File: config.mk
export PLATFORM = sky130hd
export DESIGN_NAME = jkff_ctrl
export DESIGN_NICKNAME = d
export VERILOG_FILES = /design/src/rtl/jkff_ctrl_pkg.sv /design/src/rtl/jkff_ar.sv /design/src/rtl/jkff_ctrl.sv
export SDC_FILE = /design/constraint.sdc
export NUM_CORES = 1
export LEC_CHECK = 0
export ABC_AREA = 1
export CORE_ASPECT_RATIO = 2
export CORE_MARGIN = 2
export CORE_UTILIZATION = 45
export CTS_CLUSTER_SIZE = 12
export DETAILED_ROUTE_END_ITERATION = 16
export PLACE_DENSITY = 0.69
export SYNTH_ARGS = -nofsm -noshare
export SYNTH_HDL_FRONTEND = slang
export SYNTH_SLANG_ARGS = --single-unit
File: constraint.sdc
create_clock -name clk -period 1.1 [get_ports clk]
set_input_delay 0.22 -clock clk [delete_from_list [all_inputs] [get_ports clk]]
set_output_delay 0.22 -clock clk [all_outputs]
set_load 0.005 [all_outputs]
File: src/rtl/jkff_ctrl_pkg.sv
// Shared types for the JK flop command controller: command opcodes, FSM
// states and the opcode-to-excitation mapping.
package jkff_ctrl_pkg;

  typedef enum logic [1:0] {
    OP_HOLD = 2'b00,
    OP_SET  = 2'b01,
    OP_CLR  = 2'b10,
    OP_TOG  = 2'b11
  } op_e;

  typedef enum logic [1:0] {
    ST_IDLE    = 2'd0,
    ST_APPLY   = 2'd1,
    ST_HOLD    = 2'd2,
    ST_RESTORE = 2'd3
  } state_e;

  // Returns {j, k} that makes a JK flop perform the given operation.
  function automatic logic [1:0] op_excite(input op_e op);
    logic [1:0] jk;
    case (op)
      OP_SET:  jk = 2'b10;
      OP_CLR:  jk = 2'b01;
      OP_TOG:  jk = 2'b11;
      default: jk = 2'b00;
    endcase
    return jk;
  endfunction

endpackage

File: src/rtl/jkff_ar.sv
// JK flip-flop with asynchronous active-high reset to a configurable value.
// Used as the controller's model of the externally driven flop.
module jkff_ar #(
  parameter int POR_VALUE = 1
) (
  input  logic clk,
  input  logic rst,
  input  logic j,
  input  logic k,
  output logic q
);

  // JK update: 11 toggle, 10 set, 01 clear, 00 hold.
  always_ff @(posedge clk or posedge rst) begin
    if (rst) begin
      q <= POR_VALUE[0];
    end else begin
      case ({j, k})
        2'b10:   q <= 1'b1;
        2'b01:   q <= 1'b0;
        2'b11:   q <= ~q;
        default: q <= q;
      endcase
    end
  end

endmodule

File: src/rtl/jkff_ctrl.sv
// Command-driven controller for an external JK flop. A command applies one
// excitation and either finishes immediately (len = 0) or holds for len
// cycles and then drives the flop back to its pre-command value.
module jkff_ctrl
  import jkff_ctrl_pkg::*;
#(
  parameter int POR_VALUE = 1,
  parameter int LEN_W     = 8
) (
  input  logic             clk,
  input  logic             rst,
  input  logic             cmd_valid,
  output logic             cmd_ready,
  input  logic [1:0]       cmd_op,
  input  logic [LEN_W-1:0] cmd_len,
  input  logic             cmd_abort,
  output logic             j,
  output logic             k,
  output logic             out_mirror,
  output logic             done
);

  state_e           state;
  state_e           state_nxt;
  logic [LEN_W-1:0] cnt;
  logic [LEN_W-1:0] cnt_nxt;
  logic             j_nxt;
  logic             k_nxt;
  logic             done_nxt;
  logic             accept;

  op_e              op_r;
  logic [LEN_W-1:0] len_r;
  logic             saved;
  logic [1:0]       restore_jk;

  assign cmd_ready = (state == ST_IDLE);
  assign accept    = cmd_valid && cmd_ready;

  // Excitation that returns the flop to its saved pre-command value.
  // SET/CLR only drive when the flop actually moved; TOG simply toggles back.
  always_comb begin
    restore_jk = 2'b00;
    case (op_r)
      OP_TOG: restore_jk = 2'b11;
      OP_SET, OP_CLR: begin
        if (saved != out_mirror) begin
          restore_jk = saved ? 2'b10 : 2'b01;
        end
      end
      default: restore_jk = 2'b00;
    endcase
  end

  // Next-state logic; j/k/done are computed one cycle ahead so they leave
  // the controller straight from flops in the cycle they belong to.
  always_comb begin
    state_nxt = state;
    cnt_nxt   = cnt;
    j_nxt     = 1'b0;
    k_nxt     = 1'b0;
    done_nxt  = 1'b0;
    case (state)
      ST_IDLE: begin
        if (cmd_valid) begin
          state_nxt      = ST_APPLY;
          {j_nxt, k_nxt} = op_excite(op_e'(cmd_op));
          done_nxt       = (cmd_len == '0);
        end
      end
      ST_APPLY: begin
        if (len_r == '0) begin
          state_nxt = ST_IDLE;
        end else begin
          state_nxt = ST_HOLD;
          cnt_nxt   = len_r;
        end
      end
      ST_HOLD: begin
        // Counter enters HOLD at len >= 1, so it leaves at 1 and never wraps.
        if (cmd_abort || (cnt == LEN_W'(1))) begin
          state_nxt      = ST_RESTORE;
          cnt_nxt        = '0;
          {j_nxt, k_nxt} = restore_jk;
          done_nxt       = 1'b1;
        end else begin
          cnt_nxt = cnt - LEN_W'(1);
        end
      end
      ST_RESTORE: begin
        state_nxt = ST_IDLE;
      end
      default: begin
        state_nxt = ST_IDLE;
        cnt_nxt   = '0;
      end
    endcase
  end

  // Control registers: FSM state, counter and registered flop drive.
  always_ff @(posedge clk or posedge rst) begin
    if (rst) begin
      state <= ST_IDLE;
      cnt   <= '0;
      j     <= 1'b0;
      k     <= 1'b0;
      done  <= 1'b0;
    end else begin
      state <= state_nxt;
      cnt   <= cnt_nxt;
      j     <= j_nxt;
      k     <= k_nxt;
      done  <= done_nxt;
    end
  end

  // Command capture at accept and restore-value capture during APPLY, when
  // the mirror still shows the pre-command value.
  always_ff @(posedge clk) begin
    if (accept) begin
      op_r  <= op_e'(cmd_op);
      len_r <= cmd_len;
    end
    if (state == ST_APPLY) begin
      saved <= out_mirror;
    end
  end

  jkff_ar #(
    .POR_VALUE(POR_VALUE)
  ) u_mirror (
    .clk(clk),
    .rst(rst),
    .j  (j),
    .k  (k),
    .q  (out_mirror)
  );

endmodule

==> Word-level counts from Yosys, hierarchy flattened <==
Cells that the tools add are included.
{ "totals": {"reg_bits": 25, "out_inout_bits": 5, "wordCells": 59} }
{ "classes": {"addsub": 1, "eq_ne": 17, "muxes": 21, "bitwise_logic": 1, "n_reduce_logical": 10} }
{ "ops": {"columns": ["op", "n"], "rows": [
  ["== test 2 bit (second input constant)", 8],
  ["zero test 8 bit", 2],
  ["2-to-1 mux 8 bit", 2],
  ["case mux 8 bit (2 select lines)", 1],
  ["2-to-1 mux 2 bit", 5],
  ["== test 2 x 1 -> 1 bit (second input constant)", 4],
  ["== test 8 x 1 -> 1 bit (second input constant)", 1],
  ["case mux 2 bit (4 select lines)", 1],
  ["subtractor 8 x 1 -> 8 bit (second input constant)", 1],
  ["2-to-1 mux 1 bit", 6],
  ["!= test 2 bit (second input constant)", 3],
  ["case mux 1 bit (2 select lines)", 3],
  ["case mux 2 bit (3 select lines)", 1],
  ["case mux 2 bit (2 select lines)", 1],
  ["AND reduction 2 bit", 2],
  ["case mux 1 bit (3 select lines)", 1],
  ["nonzero test 3 bit", 1],
  ["zero test 2 bit", 1],
  ["nonzero test 2 bit", 1],
  ["OR reduction 2 bit", 1],
  ["logical AND 1 bit", 1],
  ["logical OR 1 bit", 1],
  ["!= test 1 bit", 1],
  ["inverter 1 bit", 1]
]} }

==> Longest topological paths before layout <==
Gate-level depths: netlist (run 1).
{ "depth": {"ltp_word": 5, "mapped_depth": 7, "depth_no_buf": 7} }

==> Hierarchy <==
From an unflattened synthesis (run 1), not the netlist that was laid out.
{ "unflattened": {"hier_cells": 167, "hier_area_um2": 1327.5} }
{ "modules_own_cells": {"columns": ["module", "instances", "cells_each", "area_per_inst_um2", "seq_area_each_um2"], "rows": [
  ["jkff_ctrl", 1, 160, 1278.7, 655.6],
  ["jkff_ar", 1, 7, 48.8, 26.3]
]} }

==> Least setup slack after synthesis (run 1) <==
No wires, ideal clock.
{ "synth_path": {"path_type": "register to register", "from": "register (tool-made name)", "to": "register len_r[0] (enable)", "setup_ns": 0.344, "t_arrival_ns": 0.870, "required_time_ns": 0.756, "slack_ns": -0.114, "stages_incl_launch_ff": 4, "n_path_buf": 0, "cell_sequence": "dfrtp_1 nor2_1 nand2_1 inv_1"} }
{ "synth_lines": {"columns": ["element", "line_no", "source"], "rows": [
  ["end signal: assignment", "jkff_ctrl.sv:122", "len_r <= cmd_len;"],
  ["end: declaration", "jkff_ctrl.sv:33", "logic [LEN_W-1:0] len_r;"]
]} }

==> metrics.md, run 1 <==
| Metric | Value |
|---|---|
| Status | `complete, but fails checks` |
| Violated checks | `negative setup slack` |
| Clock Path Buffers | `2` |
| DIE AREA | `0.00315 sq mm` |
| Post-route antenna net violation count | `0` |
| Startpoint Class | `flip-flop` |
| Critical path capture point | `cnt[7]` |
| TritonCTS clock tree | `yes` |
| H-tree levels | `1` |
| Pwr dens | `2660 mW/mm^2` |
| Initial Util | `47.2%` |
| FF+latch count, synth | `25` |
| Post-Synthesis Cell Area | `0.00121 sq mm` |
| DP HPWL | `2030 um` |
| WHS | `0.137 ns` |
| Input/output buffers | `18` |
| First-pass GRT wire length | `4560 um` |
| Cell row count | `26` |
| Library cells used by synthesis | `21` |
| Fin. Hold Viols | `0` |
| Most frequent cells in the layout | `buf_4, nor2_1, nand2_1, clkdlybuf4s50_1` |
| Pin count of the biggest net entering global routing | `14` |
| Flop2flop setup slack | `-0.25 ns` |
| Commonest non-fill, non-tap cell in the layout | `buf_4` |
| Vias in the first global route | `1102` |
| Finished layout cell area | `0.00185 sq mm` |
| Final setup viols | `19` |
| # diodes | `0` |
| DR WL/cell | `14.1 um` |
| Critical-path top delay cell | `dfrtp_1` |
| Vias after detailed routing | `1064` |
| Max IR drop VDD | `1.41 mV` |
| FMAX | `0.739 GHz` |
| GRT overflow | `0` |
| DR DRC count | `0` |
| Final period utilization | `123%` |
| Fillers | `184` |
| Core area | `0.00257 sq mm` |
| Clock skew | `0.00243 ns` |
| Worst EP arrival | `1.51 ns` |
| Critical path class | `flip-flop to flip-flop` |
| Worst skew pair latency | `0.28 ns` |
| Critical path depth | `5` |
| Syn nets | `148` |
| WP buf/inv | `1` |
| Tightest Pin Transition | `0.351 ns` |
| Min Tclk post-route | `1.35 ns` |
| Fin. max-slew vios | `0` |
| Worst EP required | `1.26 ns` |
| CTS root buffer | `clkbuf_8` |
| Hold Crit Class | `primary input to asynchronous set/reset pin` |
| Setup TNS | `-2.51 ns` |
| Seq/Total Area, Yosys | `56.2%` |
| 1st-iter DRT viols | `20` |
| Rel. slew slack | `76.4%` |
| Final nets | `197` |
| Util after Layout | `71.8%` |
| YS warnings | `0` |
| Share of cells above drive strength 1 | `43.3%` |
| Leakage | `0.788 nW` |
| Placed Area | `0.00156 sq mm` |
| PnR worst setup slack | `-0.253 ns` |
| CP endpoint kind | `flip-flop` |
| Area grow syn2layout | `52.2%` |
| Total track usage | `21.0%` |
| CP Max Fanout | `5` |
| Cells after synthesis | `130` |
| CP cell instances | `buf_6 > nor2_4 > o21ai_4 > o21ai_0 > a21oi_2` |
| Final WL | `2900 um` |
| Die W | `40.7 um` |
| CP delay by family, top | `compound AO/OA/AOI/OAI gates` |
| DR pass1 iterations | `4` |
| RSZ-0062 raised after global routing | `true` |
| Chip height | `77.4 um` |
| Clock-pin transition on the worst setup and hold timing paths | `0.08 ns` |
| Num Clock Sinks | `25` |
| Ports | `19` |
| Vias per cell | `5.17` |
| Reg2reg path depth | `5` |
| Mapped Avg Cell Area | `9.33 sq um` |
| Antenna violations before repair | `0` |
| Inserted Clock Buffers | `3` |
| GPL Wtd Cong | `0.711` |
| Number of max-cap violations | `0` |
| FF-to-FF End | `cnt[7]` |
| Max stage delay on crit path | `0.41 ns` |
==> synthesized netlist by cell type (all sizes together) <==
cell,number,area (sq um)
o21ai,16,91.3
dfstp,1,26.3
nor4,2,12.5
buf,1,5.00
edfxtp,11,330
dfrtp,13,325
nand2,24,95.1
ha,4,50.1
a21oi,8,40.0
nor3,3,26.3
o21bai,1,7.51
inv,16,60.1
xor2,3,26.3
nor2,22,90.1
or2,1,6.26
nand3,4,20.0
==> per-layer routing <==
metal	part of all wire, %	vias to the layer above	global-route usage, %
li1	-	523	-
met1	32	514	21.1
met2	64	22	38.3
met3	3.1	5	3.71
met4	1.4	0	7.67
met5	0	-	0
==> report_power, final <==
part	total [mW]	internal (mW)	leakage [nW]	switching, mW
combinational	2.75	1.29	0.494	1.46
sequential	1.61	1.37	0.272	0.244
clock	0.551	0.260	0.0228	0.291
total	4.91	2.92	0.788	1.99
==> cell type report <==
class	count	area (sq um)	share of cell area, %
Sequential cell	25	683	37.0
Clock buffer	4	45.0	2.44
Timing Repair Buffer	43	385	20.9
Timing Repair inverter	1	5.00	0.271
Tap cell	28	35.0	1.90
Multi-Input combinational cell	89	627	34.0
Inverter	16	65.1	3.53
==> state kept, by name, summed over array words and instances (netlist names), named ones only <==
| signal | flops |
|---|---|
| cnt | 8 |
| len_r | 8 |
| op_r | 2 |
| done | 1 |
| j | 1 |
| k | 1 |
| saved | 1 |
| state | 1 |
| u_mirror.q | 1 |
==> worst register-to-register path, cell delays in order, from the launching register on <==
cell	delay, ns
dfrtp_1	0.41
buf_6	0.13
nor2_4	0.17
o21ai_4	0.11
o21ai_0	0.32
a21oi_2	0.10
==> how the worst min path moves through the flow <==
stage	start	to	slack (ns)	cells after the start
after floorplan	rst	asynchronous set/reset pin	0.11	1
after global placement	k	u_mirror.q	0.41	1
after detailed placement	rst	j	0.43	2
after CTS	rst	j	0.14	2
after global routing	rst	j	0.17	2
final	rst	j	0.14	2
==> logic make-up (layout without fill, tap and decap cells) <==
group / count (synthesis) / in the layout / synth area share [%]
DFF: 25 / 25 / 56.2
adders and majority gates: 4 / 4 / 4.13
buffers and inverters: 17 / 64 / 5.37
and+or+nand+nor: 56 / 56 / 20.6
xor gates and xnor gates: 3 / 3 / 2.17
AOI/OAI and AO/OA: 25 / 26 / 11.5
==> through the flow <==
| stage | setup slack, ns | instances | power [mW] |
|---|---|---|---|
| 6_report | -0.253 | 206 | 4.91 |
| 5_1_grt | -0.297 | 206 | 5.27 |
| 4_1_cts | -0.242 | 202 | 4.46 |
| 3_5_place_dp | -0.350 | 190 | 3.57 |
| 3_3_place_gp | -0.258 | 190 | 3.47 |
| 2_1_floorplan | -0.0702 | 130 | 2.72 |
==> repair_timing <==
action,4_1_cts,5_1_grt
setup endpoints to repair,28,29
gates cloned,1,1
buffers inserted,8,4
pin swaps,12,11
hold buffers,0,0
gates resized for setup,36,30
No activity file was read; power rests on OpenSTA's default activity.
==> run 2: changes to the inputs <==
--- a/config.mk
+++ b/config.mk
@@ -14,4 +14,5 @@
 export PLACE_DENSITY = 0.69
 export SYNTH_ARGS = -nofsm -noshare
 export SYNTH_HDL_FRONTEND = slang
+export SYNTH_HIERARCHICAL = 1
 export SYNTH_SLANG_ARGS = --single-unit
==> run 2 against run 1 <==
  * The run still ends with negative setup slack left
  * Hold slack gained 0.12 ns
  * Non-clock buffer count grew 14
  * Clock power shrank 3%
  * Setup slack lost 0.026 ns
  * Fmax shrank 1.9%
  * Sequential power is essentially flat
  * Register-to-register slack lost 0.03 ns
  * Sequential share of layout area shrank 4.4 points
  * Synthesized cell count grew 28%
  * Critical path type unchanged
  * Largest cell class is now multi-input gates
==> metrics.md, run 2 <==
| Metric | Value |
|---|---|
| Status | `complete, but fails checks` |
| Violated checks | `negative setup slack` |
| Ports | `19` |
| Most common cell in the netlist | `nand2_1` |
| FMAX | `0.725 GHz` |
| Most frequent cells in the layout | `nand2_1, buf_4, nor2_1` |
| Clock skew | `0.00592 ns` |
| Final WL | `3650 um` |
| DR WL/cell | `14.1 um` |
| DR pass1 iterations | `6` |
| RSZ-0062 raised after global routing | `true` |
| Post-Synthesis Cell Area | `0.00133 sq mm` |
| DR DRC count | `0` |
| Number of max-cap violations | `0` |
| Max IR drop VDD | `2.03 mV` |
| Dpl cells | `239` |
| Largest regs | `cnt: 8 flops, len_r: 8 flops, op_r: 2 flops` |
| Core area | `0.00277 sq mm` |
| Reg2reg path depth | `9` |
| Rel. slew slack | `75.7%` |
| Share of cells above drive strength 1 | `41.0%` |
| Cells after synthesis | `167` |
| Pin count of the biggest net entering global routing | `14` |
| Worst skew pair latency | `0.27 ns` |
| Leakage | `1.02 nW` |
| Pwr dens | `2810 mW/mm^2` |
| Synth area leader | `edfxtp_1` |
| Yosys top cell area share | `24.9%` |
| Area grow syn2layout | `57.7%` |
| # diodes | `0` |
| Critical path capture point | `cnt[0]` |
| Clock Path Buffers | `2` |
| Startpoint Class | `flip-flop` |
| Post-route antenna net violation count | `0` |
| Fin. max-slew vios | `0` |
| WHS | `0.261 ns` |
| Die W | `42.4 um` |
| Fillers | `202` |
| Cell row count | `27` |
| Commonest cells in the netlist | `nand2_1, nor2_1, inv_1` |
| Antenna violations before repair | `0` |
| GRT overflow | `0` |
| Hold Crit Class | `primary input to asynchronous set/reset pin` |
| Setup TNS | `-3.49 ns` |
| Tightest Pin Transition | `0.361 ns` |
| GPL Wtd Cong | `0.853` |
| Chip height | `80.8 um` |
| PnR worst setup slack | `-0.278 ns` |
| Clock-pin transition on the worst setup and hold timing paths | `0.08 ns` |
| Reg-to-reg critical path startpoint | `cnt[1]` |
| Crit. Startpoint | `cnt[1]` |
| Async S/R FF share, synth | `56.0%` |
| Min Tclk post-route | `1.38 ns` |
| EDFF count, synth | `11` |
| DIE AREA | `0.00343 sq mm` |
| Finished layout cell area | `0.00209 sq mm` |
| Final setup viols | `26` |
| FF+latch count, synth | `25` |
| Flop2flop setup slack | `-0.28 ns` |
| Area contributors post-synth | `edfxtp_1, dfrtp_1, nand2_1, nor2_1, inv_1` |
| Placed Area | `0.00177 sq mm` |
| Input/output buffers | `18` |
| Worst EP arrival | `1.54 ns` |
| TritonCTS clock tree | `yes` |
| 1st-iter DRT viols | `32` |
| Vias after detailed routing | `1319` |
| Synth Flop Type | `dfrtp_1` |
| Commonest non-fill, non-tap cell in the layout | `nand2_1` |
| Critical path class | `flip-flop to flip-flop` |
| CP endpoint kind | `flip-flop` |
| CP Max Fanout | `4` |
| Mapped Avg Cell Area | `7.95 sq um` |
| Initial Util | `47.9%` |
| Vias in the first global route | `1365` |
| Layout Cells excl Fill | `258` |
| Vias per cell | `5.11` |
| Fin. Hold Viols | `0` |
| First-pass GRT wire length | `5710 um` |
| Worst EP required | `1.27 ns` |
| Syn nets | `185` |
| Seq/Total Area, Yosys | `51.4%` |
| Num Clock Sinks | `25` |
| H-tree levels | `1` |
| YS warnings | `6` |
| FF-to-FF End | `cnt[0]` |
| CTS root buffer | `clkbuf_8` |
| Library cells used by synthesis | `21` |
| Final period utilization | `125%` |
| Final nets | `248` |
| Total track usage | `22.3%` |
| Inserted Clock Buffers | `3` |
| DP HPWL | `2420 um` |
| Cts hold-fix bufs | `0` |
==> run 2: cell count changes after synthesis, sizes merged <==
cell    before  now
nand2       24   55
inv         16   27
o21ai       16    6
nor2        22   31
a21oi        8    0
nand3        4   12
nor3         3    1
nand4        0    1
o21bai       1    0
or2          1    0
xor2         3    2
==> run 2: power by group <==
part	switching, mW	internal, mW
Combinational	1.95	1.77
Sequential	0.270	1.35
Clock	0.274	0.259
Total	2.49	3.38
==> run 2: timing repair <==
item,CTS,global route
setup buffers,7,8
setup endpoints to repair,29,28
hold endpoints to repair,0,0
pin swaps,13,20
cloned,2,0
resized for setup,40,28
==> run 2: metal layers <==
metal / GRT usage (%) / part of all wire (%)
met5: 0 / 0
met4: 13.1 / 3.1
met3: 3.11 / 2.9
met2: 46.2 / 63
met1: 18.6 / 31
==> run 2: worst min-delay path by stage <==
stage	end	from	slack (ns)	depth (start not counted)
2_1_floorplan	asynchronous set/reset pin	rst	0.1	1
3_3_place_gp	u_mirror/q	k	0.46	3
3_5_place_dp	u_mirror/q	j	0.48	2
4_1_cts	u_mirror/q	rst	0.25	2
5_1_grt	u_mirror/q	rst	0.26	2
6_report	u_mirror/q	rst	0.26	2
==> run 2: worst max-delay path, stage by stage (launching register included) <==
cell	delay, ns
dfrtp_1	0.41
inv_2	0.11
ha_4	0.14
nand3_4	0.09
nor2_4	0.14
nor2_2	0.07
nand3_1	0.09
nand2_1	0.09
nand2_2	0.08
nand2_2	0.04
==> run 2: metrics by stage <==
stage | power [mW] | setup WS (ns) | util [%]
floorplan | 3.06 | -0.0478 | -
global placement | 4.13 | -0.160 | 63.9
detailed placement | 4.25 | -0.206 | 63.9
CTS | 5.31 | -0.172 | 70.6
global route | 6.32 | -0.350 | 75.6
finish | 5.87 | -0.278 | 75.6
==> run 2: final cells by class <==
type                    instances  area [sq um]  area share, %
multi-input cells             115           709           33.9
clock buffers                   4          45.0           2.15
flip-flops and latches         25           682           32.6
repair buffers                 57           502           24.0
well taps                      29          36.3           1.73
repair inverters                1          7.51          0.359
inverters                      27           111           5.32
==> run 2: logic make-up after synthesis <==
logic type | Yosys count | synth area share, %
buffers and inverters | 28 | 8.67
xor gates and xnor gates | 2 | 1.32
adders and majority gates | 4 | 3.77
AOI/OAI and AO/OA | 6 | 2.54
DFF | 25 | 51.4
and+or+nand+nor | 102 | 32.3
